==> src/rtl/alu_pkg.sv <==
// alu_pkg: shared opcodes, FSM state encoding and compare-result codes
// for the multi-cycle ALU (alu_mc) and its iterative divider.
package alu_pkg;

  // Opcode map
  localparam logic [3:0] ALU_ADD  = 4'b0000;
  localparam logic [3:0] ALU_SUB  = 4'b0001;
  localparam logic [3:0] ALU_MUL  = 4'b0010;
  localparam logic [3:0] ALU_DIV  = 4'b0011;
  localparam logic [3:0] ALU_AND  = 4'b0100;
  localparam logic [3:0] ALU_OR   = 4'b0101;
  localparam logic [3:0] ALU_NAND = 4'b0110;
  localparam logic [3:0] ALU_NOR  = 4'b0111;
  localparam logic [3:0] ALU_XOR  = 4'b1000;
  localparam logic [3:0] ALU_XNOR = 4'b1001;
  localparam logic [3:0] ALU_EQ   = 4'b1010;
  localparam logic [3:0] ALU_GT   = 4'b1011;
  localparam logic [3:0] ALU_LT   = 4'b1100;
  localparam logic [3:0] ALU_SHR  = 4'b1101;
  localparam logic [3:0] ALU_SHL  = 4'b1110;
  localparam logic [3:0] ALU_NOP  = 4'b1111;

  // Control FSM states
  typedef enum logic {
    IDLE = 1'b0,
    DIV  = 1'b1
  } alu_state_e;

  // Compare-op result codes
  localparam logic [1:0] CMP_EQ = 2'd1;
  localparam logic [1:0] CMP_GT = 2'd2;
  localparam logic [1:0] CMP_LT = 2'd3;

endpackage

==> src/rtl/alu_div_seq.sv <==
// alu_div_seq: restoring shift-subtract divider, one quotient bit per
// clock, MSB first. Quotient/remainder outputs are the values produced by
// the current iteration so the owner can register them on the final edge
// (done=1). Only compiled into alu_mc when ALU_DIV_EN is defined.
module alu_div_seq #(
  parameter int A_width = 8,
  parameter int B_width = 8
) (
  input  logic               clk,
  input  logic               rst_n,
  input  logic               start_i,
  input  logic [A_width-1:0] dividend_i,
  input  logic [B_width-1:0] divisor_i,
  output logic               done_o,
  output logic [A_width-1:0] quotient_o,
  output logic [B_width-1:0] remainder_o
);

  localparam int CNT_W = (A_width > 1) ? $clog2(A_width) : 1;

  logic [A_width-1:0] quo_q;
  logic [B_width-1:0] rem_q;
  logic [B_width-1:0] dvs_q;
  logic [CNT_W-1:0]   cnt_q;
  logic               run_q;

  logic [B_width:0]   trial_s;
  logic [B_width:0]   diff_s;
  logic [B_width-1:0] rem_nx_s;
  logic               qbit_s;

  // One restoring step: shift in next dividend bit, subtract if it fits
  always_comb begin
    trial_s = {rem_q, quo_q[A_width-1]};
    diff_s  = trial_s - {1'b0, dvs_q};
    if (trial_s >= {1'b0, dvs_q}) begin
      qbit_s   = 1'b1;
      rem_nx_s = diff_s[B_width-1:0];
    end else begin
      qbit_s   = 1'b0;
      rem_nx_s = trial_s[B_width-1:0];
    end
  end

  assign quotient_o  = {quo_q[A_width-2:0], qbit_s};
  assign remainder_o = rem_nx_s;
  assign done_o      = run_q && (cnt_q == '0);

  // Divider datapath and bit counter
  always_ff @(posedge clk or negedge rst_n) begin
    if (!rst_n) begin
      quo_q <= '0;
      rem_q <= '0;
      dvs_q <= '0;
      cnt_q <= '0;
      run_q <= 1'b0;
    end else if (start_i) begin
      quo_q <= dividend_i;
      rem_q <= '0;
      dvs_q <= divisor_i;
      cnt_q <= CNT_W'(A_width - 1);
      run_q <= 1'b1;
    end else if (run_q) begin
      quo_q <= quotient_o;
      rem_q <= rem_nx_s;
      if (cnt_q == '0) begin
        run_q <= 1'b0;
      end else begin
        cnt_q <= cnt_q - 1'b1;
      end
    end else begin
      run_q <= 1'b0;
    end
  end

endmodule

==> src/rtl/alu_mc.sv <==
// alu_mc: parametrised multi-cycle ALU. Single-cycle ops register their
// result one clock after acceptance; divide uses alu_div_seq and holds
// Busy while it iterates. Configuration macro: ALU_DIV_EN (defined =
// iterative divider present; undefined = divide returns 0 with Err=1).
module alu_mc
  import alu_pkg::*;
#(
  parameter int A_width   = 8,
  parameter int B_width   = 8,
  parameter int OUT_width = A_width + B_width
) (
  input  logic                 CLK,
  input  logic                 Reset,
  input  logic                 ALU_EN,
  input  logic [A_width-1:0]   A,
  input  logic [B_width-1:0]   B,
  input  logic [3:0]           ALU_FUN,
  output logic                 Busy,
  output logic [OUT_width-1:0] ALU_out,
  output logic                 Out_valid,
  output logic                 Err
);

  alu_state_e           state_q, state_d;
  logic [OUT_width-1:0] alu_out_q, alu_out_d;
  logic                 valid_q, valid_d;
  logic                 err_q, err_d;

  logic [OUT_width-1:0] a_ext_s, b_ext_s, op_res_s;

  // Operands are zero-extended before every operation
  assign a_ext_s = OUT_width'(A);
  assign b_ext_s = OUT_width'(B);

`ifdef ALU_DIV_EN
  logic                 div_start_s;
  logic                 div_done_s;
  logic [A_width-1:0]   div_quo_s;
  logic [B_width-1:0]   div_rem_s;

  alu_div_seq #(
    .A_width (A_width),
    .B_width (B_width)
  ) u_div (
    .clk         (CLK),
    .rst_n       (Reset),
    .start_i     (div_start_s),
    .dividend_i  (A),
    .divisor_i   (B),
    .done_o      (div_done_s),
    .quotient_o  (div_quo_s),
    .remainder_o (div_rem_s)
  );

  assign Busy = (state_q == DIV);
`else
  assign Busy = 1'b0;
`endif

  // Single-cycle operation results
  always_comb begin
    op_res_s = '0;
    case (ALU_FUN)
      ALU_ADD:  op_res_s = a_ext_s + b_ext_s;
      ALU_SUB:  op_res_s = a_ext_s - b_ext_s;
      ALU_MUL:  op_res_s = a_ext_s * b_ext_s;
      ALU_AND:  op_res_s = a_ext_s & b_ext_s;
      ALU_OR:   op_res_s = a_ext_s | b_ext_s;
      ALU_NAND: op_res_s = ~(a_ext_s & b_ext_s);
      ALU_NOR:  op_res_s = ~(a_ext_s | b_ext_s);
      ALU_XOR:  op_res_s = a_ext_s ^ b_ext_s;
      ALU_XNOR: op_res_s = ~(a_ext_s ^ b_ext_s);
      ALU_EQ:   op_res_s = (a_ext_s == b_ext_s) ? OUT_width'(CMP_EQ) : '0;
      ALU_GT:   op_res_s = (a_ext_s >  b_ext_s) ? OUT_width'(CMP_GT) : '0;
      ALU_LT:   op_res_s = (a_ext_s <  b_ext_s) ? OUT_width'(CMP_LT) : '0;
      ALU_SHR:  op_res_s = a_ext_s >> 1;
      ALU_SHL:  op_res_s = a_ext_s << 1;
      default:  op_res_s = '0;
    endcase
  end

  // Control FSM: request acceptance, divide sequencing, result capture
  always_comb begin
    state_d   = state_q;
    alu_out_d = alu_out_q;
    valid_d   = 1'b0;
    err_d     = 1'b0;
`ifdef ALU_DIV_EN
    div_start_s = 1'b0;
`endif
    case (state_q)
      IDLE: begin
        if (ALU_EN) begin
          if (ALU_FUN == ALU_DIV) begin
`ifdef ALU_DIV_EN
            if (B == '0) begin
              alu_out_d = '1;
              err_d     = 1'b1;
              valid_d   = 1'b1;
            end else begin
              div_start_s = 1'b1;
              state_d     = DIV;
            end
`else
            alu_out_d = '0;
            err_d     = 1'b1;
            valid_d   = 1'b1;
`endif
          end else begin
            alu_out_d = op_res_s;
            valid_d   = 1'b1;
          end
        end else begin
          state_d = IDLE;
        end
      end
`ifdef ALU_DIV_EN
      DIV: begin
        if (div_done_s) begin
          alu_out_d = OUT_width'({div_rem_s, div_quo_s});
          valid_d   = 1'b1;
          state_d   = IDLE;
        end else begin
          state_d = DIV;
        end
      end
`endif
      default: state_d = IDLE;
    endcase
  end

  // State and output registers
  always_ff @(posedge CLK or negedge Reset) begin
    if (!Reset) begin
      state_q   <= IDLE;
      alu_out_q <= '0;
      valid_q   <= 1'b0;
      err_q     <= 1'b0;
    end else begin
      state_q   <= state_d;
      alu_out_q <= alu_out_d;
      valid_q   <= valid_d;
      err_q     <= err_d;
    end
  end

  assign ALU_out   = alu_out_q;
  assign Out_valid = valid_q;
  assign Err       = err_q;

endmodule

==> config.mk <==
export PLATFORM = sky130hd
export DESIGN_NAME = alu_mc
export DESIGN_NICKNAME = d
export VERILOG_FILES = /design/src/rtl/alu_pkg.sv /design/src/rtl/alu_div_seq.sv /design/src/rtl/alu_mc.sv
export SDC_FILE = /design/constraint.sdc
export NUM_CORES = 1
export LEC_CHECK = 0
export ABC_AREA = 0
export CORE_MARGIN = 4
export CORE_UTILIZATION = 29
export DETAILED_ROUTE_END_ITERATION = 6
export DONT_BUFFER_PORTS = 1
export PLACE_DENSITY = 0.55
export SETUP_SLACK_MARGIN = 0.02
export SLEW_MARGIN = 20
export SYNTH_ARGS = -nofsm -noshare
export SYNTH_HDL_FRONTEND = slang
export SYNTH_SLANG_ARGS = --single-unit
==> constraint.sdc <==
create_clock -name CLK -period 2.21 [get_ports CLK]
set_clock_uncertainty 0.1 [all_clocks]
set_input_delay 0.3315 -clock CLK [delete_from_list [all_inputs] [get_ports CLK]]
set_output_delay 0.3315 -clock CLK [all_outputs]
set_load 0.02 [all_outputs]
After elaboration in Yosys (flattened, before gate mapping):

Cells that the tools add are included.

* output and inout port bits: 19
* bits in registers: 18

* multiplexer cells: 8
* $add $sub $neg: 2
* $mul: 1
* eq/ne operators: 15
* bitwise gates (word level): 6
* reductions and logical operators: 1
* $lt $le $gt $ge: 2

Operators with widths (number)
* $pmux W16 S14: 1
* $not A8 Y16: 3
* $eq A4 B4 Y1 const B: 7
* $eq A4 B3 Y1 const B: 4
* $mul A8 B8 Y16: 1
* $mux W16: 1
* $add A8 B8 Y9: 1
* $sub A8 B8 Y9: 1
* $and A8 B8 Y8: 1
* $eq A4 B2 Y1 const B: 2
* $eq A8 B8 Y1: 1
* $gt A8 B8 Y1: 1
* $lt A8 B8 Y1: 1
* $or A8 B8 Y8: 1
* $xor A8 B8 Y8: 1
* $eq A4 B1 Y1 const B: 1
* $logic_not A4 Y1: 1
* $mux W1: 4
* $mux W2: 2

Longest topological paths before layout:

Gate-level depths: netlist of the first run.

* word-level depth: 4
* gate-level depth with buffers: 17
* gate-level depth less buffers: 17

Least setup slack after synthesis of the first run:

Ideal clock, no wire load.

* path kind: input-to-reg
* start: input port B[2]
* end: register alu_out_q[15] (netlist: ALU_out[15])
* cell stages on the path: 15
* required time: 1.984 ns
* path buffers: 0
* arrival time: 4.093 ns
* slack: -2.109 ns
* cells stage by stage: inv_1 -> nor2_1 -> fa_1 -> fa_1 -> inv_1 -> fa_1 -> fa_1 -> inv_1 -> ha_1 -> o21ai_0 -> o211ai_1 -> and2_4 -> a311oi_2 -> xnor2_1 -> a221o_1

* word-level cells in the longest chain between the ends: 3
* elaborated cells on any way between the ends: 4
* classes of those cells: add/sub (1); mul (1); mux (2)

RTL lines
* start: declaration: line alu_mc.sv:16 `input logic [B_width-1:0] B,`
* $mul A8 B8 Y16 / $sub A8 B8 Y9 (equally long branches): line alu_mc.sv:66, alu_mc.sv:65
* $pmux W16 S14 (*): line alu_mc.sv:63 `case (ALU_FUN)`
* $mux W16 (*): line alu_mc.sv:94 `if (ALU_FUN == ALU_DIV) begin`
* end signal: assignment: line alu_mc.sv:141 `alu_out_q <= alu_out_d;`
* end: declaration: line alu_mc.sv:25 `logic [OUT_width-1:0] alu_out_q, alu_out_d;`

Every way passes the cells marked *; elsewhere a longest branch is shown, timed or not.
A chain may end at the register's enable or synchronous reset.

Worst setup path in the final report of the first run:

* start: input port A[3]
* end: register alu_out_q[15] (netlist: ALU_out[15])

* word-level cells in the longest chain between the ends: 3
* elaborated cells on any way between the ends: 4
* classes of those cells: add/sub (1); mul (1); mux (2)

RTL lines
* start: declaration: line alu_mc.sv:15 `input logic [A_width-1:0] A,`
* $mul A8 B8 Y16 / $sub A8 B8 Y9 (equally long branches): line alu_mc.sv:66, alu_mc.sv:65
* $pmux W16 S14 (*): line alu_mc.sv:63
* $mux W16 (*): line alu_mc.sv:94

Marks and branches as above.

==> qor.csv, run 1 <==
stage,metric,value,unit
placement,routability cong.,0.946,
setup_path,CP top delay family,adder cells,
routing,DRT Wirelength,15.6,mm
routing,WL/cell,18.8,um
synthesis,Synth Flop Type,dfrtp_1,
grt,vias in the first global route,4909,
synthesis,Yosys warnings,0,
setup_path,crit-path cells,"clkinvlp_4, buf_6, nor2_4, fa_2, fa_1, inv_1, fa_1, fa_1, inv_2, ha_4, buf_12, o21ai_2, o211ai_1, and2_4, a311oi_2, xnor2_1, a221o_1",
timing,period utilization,1.74,
power_and_ir_drop,Net Sw Power,1.76,mW
clock_network,TritonCTS Buffers,3,
setup_path,worst path required time,2.25,ns
timing,Setup Viol. Count Final,15,
hold_path,start point of the worst hold path,ALU_FUN[2],
power_and_ir_drop,Seq pwr share,0.119,
grt,gr usage total,0.189,
power_and_ir_drop,leakage power,2.68,nW
clock_network,CTS Buffer Depth,2,
synthesis,Cell variety after synth,63,
routing,1st-iter DRT viols,266,
grt,largest net degree at the start of global routing,36,
timing,TNS Setup,-18.98,ns
grt,gr ovfl total,0,
flow_run,max cap viols,0,
synthesis,Yosys top cell area share,0.173,
routing,first drt pass iteration count,5,
die,die width,131,um
routing,Detail Route Antenna Nets,0,
power_and_ir_drop,internal power,2.19,mW
setup_path,reg2reg end,ALU_out[7],
grt,global-route wire length before repair,25.8,mm
timing,Slew @ Worst Pin,0.881,ns
synthesis,Post-synth ARST share,1.00,
placement,port bufs,0,
setup_path,R2R Setup Slk,0.99,ns
die,Initial Util,0.299,
cells_and_area,# fillers,1456,
synthesis,most frequent cell after synthesis,nor2_1,
clock_network,CTS tree,yes,
cells_and_area,area delta synth->final,39.9,%
power_and_ir_drop,Clock power frac,0.104,
synthesis,Synth area leaders,"fa_1 17%, ha_1 17%, dfrtp_1 10%",
synthesis,sequential area share after synthesis,0.103,
timing,RSZ-0062 raised after global routing,true,
power_and_ir_drop,VDD IR max,0.877,mV
status,status,"complete, but fails checks",
routing,DRC,0,
timing,min Tclk post-route,3.85,ns
synthesis,syn_nets,671,
hold_path,Hold Path Cell Cnt,1,
setup_path,worst path arrival time,3.89,ns
setup_path,Slowest cell on crit path,fa_1,
clock_network,clk slew on worst S/H paths,0.05,ns
synthesis,"top cells by count, synth","73 x nor2_1, 71 x inv_1, 60 x ha_1",
die,Die Span Y,131,um
cells_and_area,ant diodes,0,
die,Core Rows,44,
setup_path,WP buf/inv,5,
clock_network,CTS root buf,clkbuf_16,
setup_path,CP max FO,6,
synthesis,syn_area_per_cell,7.98,sq um
setup_path,critical path depth in cells,17,
power_and_ir_drop,Power per Cell Area,643,nW/um^2
setup_path,Worst path max stage delay,0.52,ns
die,Top Ports,42,
setup_path,Worst Reg-to-Reg Cells,4,
die,core area,14700,sq um
setup_path,crit path kind,primary input to register,
synthesis,Post-synth EDFFs,0,
setup_path,Worst setup SP type,primary input,
timing,Slew HR,0.411,
synthesis,netlist area before placement,4390,sq um
routing,via/cell ratio,5.42,
clock_network,"Clk Latency, worst-skew pair",0.26,ns
synthesis,cell count after synthesis,550,
cells_and_area,NumNets Final,766,
clock_network,clock tree sinks,18,
setup_path,CP Capture Type,register,
setup_path,"most used cell, CP",fa_1,
power_and_ir_drop,Net Sw Frac,0.446,
die,Die ar.,17200,sq um
timing,Max Clk Rate,0.260,GHz
timing,"Slew Viols, Final",0,
timing,Final Hold Fails,0,
timing,final worst slack,-1.64,ns
cells_and_area,share of cells above drive strength 1,0.349,
hold_path,hold crit path type,primary input to register,
status,violated checks,negative setup slack,
grt,initial antenna violation count,0,
clock_network,H-tree levels,1,
synthesis,Synth Register Bits,18,
synthesis,Synth area leader,fa_1,
setup_path,Worst R2R Start,ALU_out[7],
placement,DP HPWL,12.6,mm
placement,Place WS,-2.06,ns
power_and_ir_drop,Gate power share,0.776,
routing,via count,4486,
hold_path,Hold Path End,Err,
repair_timing:
action                                  in CTS  in global routing
gates resized for setup                     59                 28
endpoints found under the hold margin       19                  0
buffers inserted                             7                  3
endpoints found under the setup margin      16                 16
pin swaps                                   29                 17
cloned                                       0                  0
hold buffers                                 2                  0
routing by layer:
layer  up-vias  global-route usage  routed length (um)
li1       2101                   -                   -
met4         0              0.0315                 208
met3        20              0.0305                 983
met1      2190               0.251                6890
met2       175               0.327                7500
met5         -                   0                   0
kinds of logic (layout without fill, tap and decap cells):
group | count (synthesis) | in the layout | synth area share
AOI/OAI and AO/OA | 134 | 134 | 0.226
xor gates and xnor gates | 18 | 18 | 0.0359
adders and majority gates | 98 | 98 | 0.344
buffers and inverters | 98 | 192 | 0.0909
DFF | 18 | 18 | 0.103
muxes | 3 | 3 | 0.00684
other | 1 | 1 | 0.000854
and+or+nand+nor | 180 | 180 | 0.193
power groups by stage:
stage	sequential [mW]	clock, mW	combinational (mW)
final	0.472	0.411	3.07
after CTS	0.474	0.423	2.95
after global placement	0.479	0	2.58
after global routing	0.479	0.442	3.37
after detailed placement	0.478	0	2.59
after floorplan	0.466	0	1.75
per-stage QoR:
step	hold slack [ns]	util	std cells	instance area [sq um]	power, mW
final	0.0415	0.418	828	6140	3.95
after global routing	0.0476	0.418	828	6140	4.29
after CTS	0.0401	0.407	826	5990	3.84
after detailed placement	-0.0636	0.374	813	5500	3.07
after global placement	-0.0635	0.374	813	5500	3.06
after floorplan	-0.0641	-	550	4600	2.21
cells in the final DEF (no fill, tap or decap), types with 12 or more instances in the layout:
cell     instances
a21oi_1         17
nand2_1         33
buf_6           12
buf_4           95
nor2_2          14
nand3_1         13
nor2_1          51
ha_1            38
dfrtp_1         18
inv_1           53
fa_1            34
ha_4            17
sequential cells by signal, indices dropped and copies added (netlist names):
name       count
Err            1
ALU_out       16
Out_valid      1
cell type report:
| type | count | area (sq um) | share of cell area |
|---|---|---|---|
| Clock buffer | 4 | 88.8 | 0.0145 |
| Inverter | 76 | 324 | 0.0528 |
| Multi-Input combinational cell | 434 | 4120 | 0.671 |
| Sequential cell | 18 | 450 | 0.0733 |
| Tap cell | 184 | 230 | 0.0375 |
| Timing Repair Buffer | 112 | 928 | 0.151 |
worst max path at each step:
stage                             end  from  slack, ns
after floorplan           ALU_out[15]  B[6]      -1.69
after global routing      ALU_out[15]  B[2]      -1.79
after global placement     ALU_out[7]  B[4]      -2.05
final                     ALU_out[15]  A[3]      -1.64
after detailed placement   ALU_out[7]  B[4]      -2.06
after CTS                 ALU_out[13]  B[4]      -1.60
Note: power is estimated with default switching activity, not from simulation.
==> run 2: changes to the inputs <==
Settings changed: HOLD_SLACK_MARGIN set to 0.06.
==> run 2 against run 1 <==
The run still ends with negative setup slack left. Critical path type unchanged. Wire length barely moved. Register-to-register slack barely moved. Worst hold slack improved by 0.11 ns. Final area rose by 0.33%. Clock-buffer cell count did not move. Total power barely moved. Setup slack improved by 0.010 ns. Via count rose by 0.33%. Critical path depth did not move. Final cell count rose by 0.24%. Non-clock buffer count rose by 2.
==> qor.csv, run 2 (synthesis gave the netlist of run 1 again) <==
stage,metric,value,unit,change
die,Die ar.,17200,sq um,unchanged
hold_path,Hold Path Cell Cnt,1,,unchanged
clock_network,CTS tree,yes,,
routing,Detail Route Antenna Nets,0,,unchanged
placement,Placed Instance Area,5500,sq um,unchanged
die,Core Rows,44,,unchanged
power_and_ir_drop,leakage power,2.69,nW,+0.41%
grt,gr usage total,0.189,,+0.000339
grt,global-route wire length before repair,25.8,mm,+0.16%
placement,Placed Cells,813,,unchanged
cells_and_area,Finished Cell Area,6160,sq um,+0.33%
power_and_ir_drop,Power per Cell Area,641,nW/um^2,-0.33%
timing,Final Hold Fails,0,,unchanged
routing,via count,4501,,+0.33%
clock_network,clk slew on worst S/H paths,0.05,ns,about the same
cells_and_area,NumNets Final,768,,+0.26%
cells_and_area,"commonest non-fill, non-tap cell in the layout",buf_4,,
setup_path,Worst Reg-to-Reg Cells,4,,unchanged
timing,Setup Viol. Count Final,15,,unchanged
flow_run,max cap viols,0,,unchanged
clock_network,H-tree levels,1,,unchanged
cells_and_area,area delta synth->final,40.3,%,
clock_network,CTS root buf,clkbuf_16,,
setup_path,Slowest cell on crit path,fa_1,,
status,status,"complete, but fails checks",,
placement,DP HPWL,12.6,mm,unchanged
timing,period utilization,1.74,,-0.00456
die,Initial Util,0.299,,unchanged
timing,hold slack,0.152,ns,+0.110 ns
status,violated checks,negative setup slack,,
cells_and_area,final cell count without fillers,830,,+0.24%
grt,largest net degree at the start of global routing,36,,unchanged
clock_network,clock tree sinks,18,,unchanged
clock_network,TritonCTS Buffers,3,,unchanged
grt,gr ovfl total,0,,unchanged
placement,port bufs,0,,unchanged
clock_network,CTS Buffer Depth,2,,unchanged
hold_path,hold crit path type,primary input to register,,
cells_and_area,ant diodes,0,,unchanged
timing,min Tclk post-route,3.84,ns,-0.0101 ns
setup_path,crit-path cells,"clkinvlp_4, buf_6, nor2_4, fa_2, fa_1, inv_1, fa_1, fa_1, inv_2, ha_4, buf_12, o21ai_2, o211ai_1, and2_4, a311oi_2, xnor2_1, a221o_1",,
setup_path,CP max FO,6,,unchanged
power_and_ir_drop,VDD IR max,0.877,mV,about the same
cells_and_area,"leading cell types in the layout, fill and taps excluded","95 x buf_4, 53 x inv_1, 51 x nor2_1",,
clock_network,"Clk Latency, worst-skew pair",0.26,ns,about the same
routing,first drt pass iteration count,5,,unchanged
timing,final worst slack,-1.63,ns,+0.0101 ns
placement,routability cong.,0.946,,unchanged
routing,DRT Wirelength,15.6,mm,about the same
grt,initial antenna violation count,0,,unchanged
cells_and_area,max reg flops,16,,unchanged
timing,Slew HR,0.402,,-0.00859
routing,1st-iter DRT viols,366,,+38%
setup_path,Worst setup SP type,primary input,,
setup_path,Worst path max stage delay,0.52,ns,about the same
timing,Slew @ Worst Pin,0.894,ns,+0.0128 ns
setup_path,worst path arrival time,3.88,ns,about the same
routing,DRC,0,,unchanged
timing,Max Clk Rate,0.260,GHz,+0.26%
cells_and_area,share of cells above drive strength 1,0.348,,-0.00108
power_and_ir_drop,Total Power,3.95,mW,about the same
setup_path,"most used cell, CP",fa_1,,
grt,vias in the first global route,4922,,+0.26%
routing,WL/cell,18.8,um,-0.22%
timing,RSZ-0062 raised after global routing,true,,
die,Die Span Y,131,um,unchanged
setup_path,crit path kind,primary input to register,,
setup_path,worst path required time,2.25,ns,about the same
routing,via/cell ratio,5.42,,about the same
timing,"Slew Viols, Final",0,,unchanged
die,core area,14700,sq um,unchanged
die,Top Ports,42,,unchanged
setup_path,CP Capture Type,register,,
die,die width,131,um,unchanged
-- run 2: metal layers --
layer | GRT usage | vias to the layer above | part of all wire | routed length (um)
met4 | 0.0315 | 0 | 0.015 | 233
met2 | 0.328 | 174 | 0.48 | 7480
met1 | 0.252 | 2199 | 0.45 | 6950
met3 | 0.0305 | 21 | 0.059 | 918
met5 | 0 | - | 0 | 0
li1 | - | 2107 | - | -
-- run 2: critical path: cells and delay by family --
kind	cells	cell delay (ns)
compound gates	4	0.78
simple gates	2	0.24
fa+ha+maj	5	1.97
xor+xnor	1	0.09
buf+inv	5	0.46
-- run 2: worst paths after layout --
path                            start           to  slack [ns]
min reg2reg                ALU_out[2]   ALU_out[2]        0.53
max                              A[3]  ALU_out[15]       -1.63
max reg2reg                ALU_out[7]   ALU_out[7]        0.99
min                            ALU_EN   ALU_out[5]        0.15
max in group asynchronous       Reset  ALU_out[12]        0.91
min in group asynchronous       Reset          Err        0.54
-- run 2: report_power, final --
group,internal (mW),switching [mW],total [mW]
registers,0.377,0.0948,0.472
clock network,0.276,0.135,0.411
logic,1.54,1.53,3.07
-- run 2: cell type report --
class / count / area (sq um)
clock buffer: 4 / 88.8
fill: 1456 / 8540
inverter: 76 / 324
multi-input combinational: 434 / 4120
sequential: 18 / 450
tap: 184 / 230
timing repair buffer: 114 / 948
-- run 2: per-stage QoR --
stage	setup TNS, ns	setup slack, ns	util
final	-18.93	-1.63	0.419
after detailed placement	-25.37	-2.06	0.374
after CTS	-18.56	-1.60	0.409
after floorplan	-18.19	-1.69	-
after global placement	-25.25	-2.05	0.374
after global routing	-20.87	-1.79	0.419
-- run 2: repair_timing --
item | 4_1_cts | 5_1_grt
endpoints found under the hold margin | 20 | 0
setup buffers | 7 | 3
endpoints found under the setup margin | 16 | 16
pin swaps | 29 | 17
gates resized for setup | 59 | 28
gates cloned | 0 | 0
hold buffers | 4 | 0
==> run 3: changes to the inputs <==
Settings changed: ABC_CLOCK_PERIOD_IN_PS set to 2210, RECOVER_POWER set to 50.
==> results of run 3 <==
The final DEF is identical to that of run 2; final timing and power are the same.
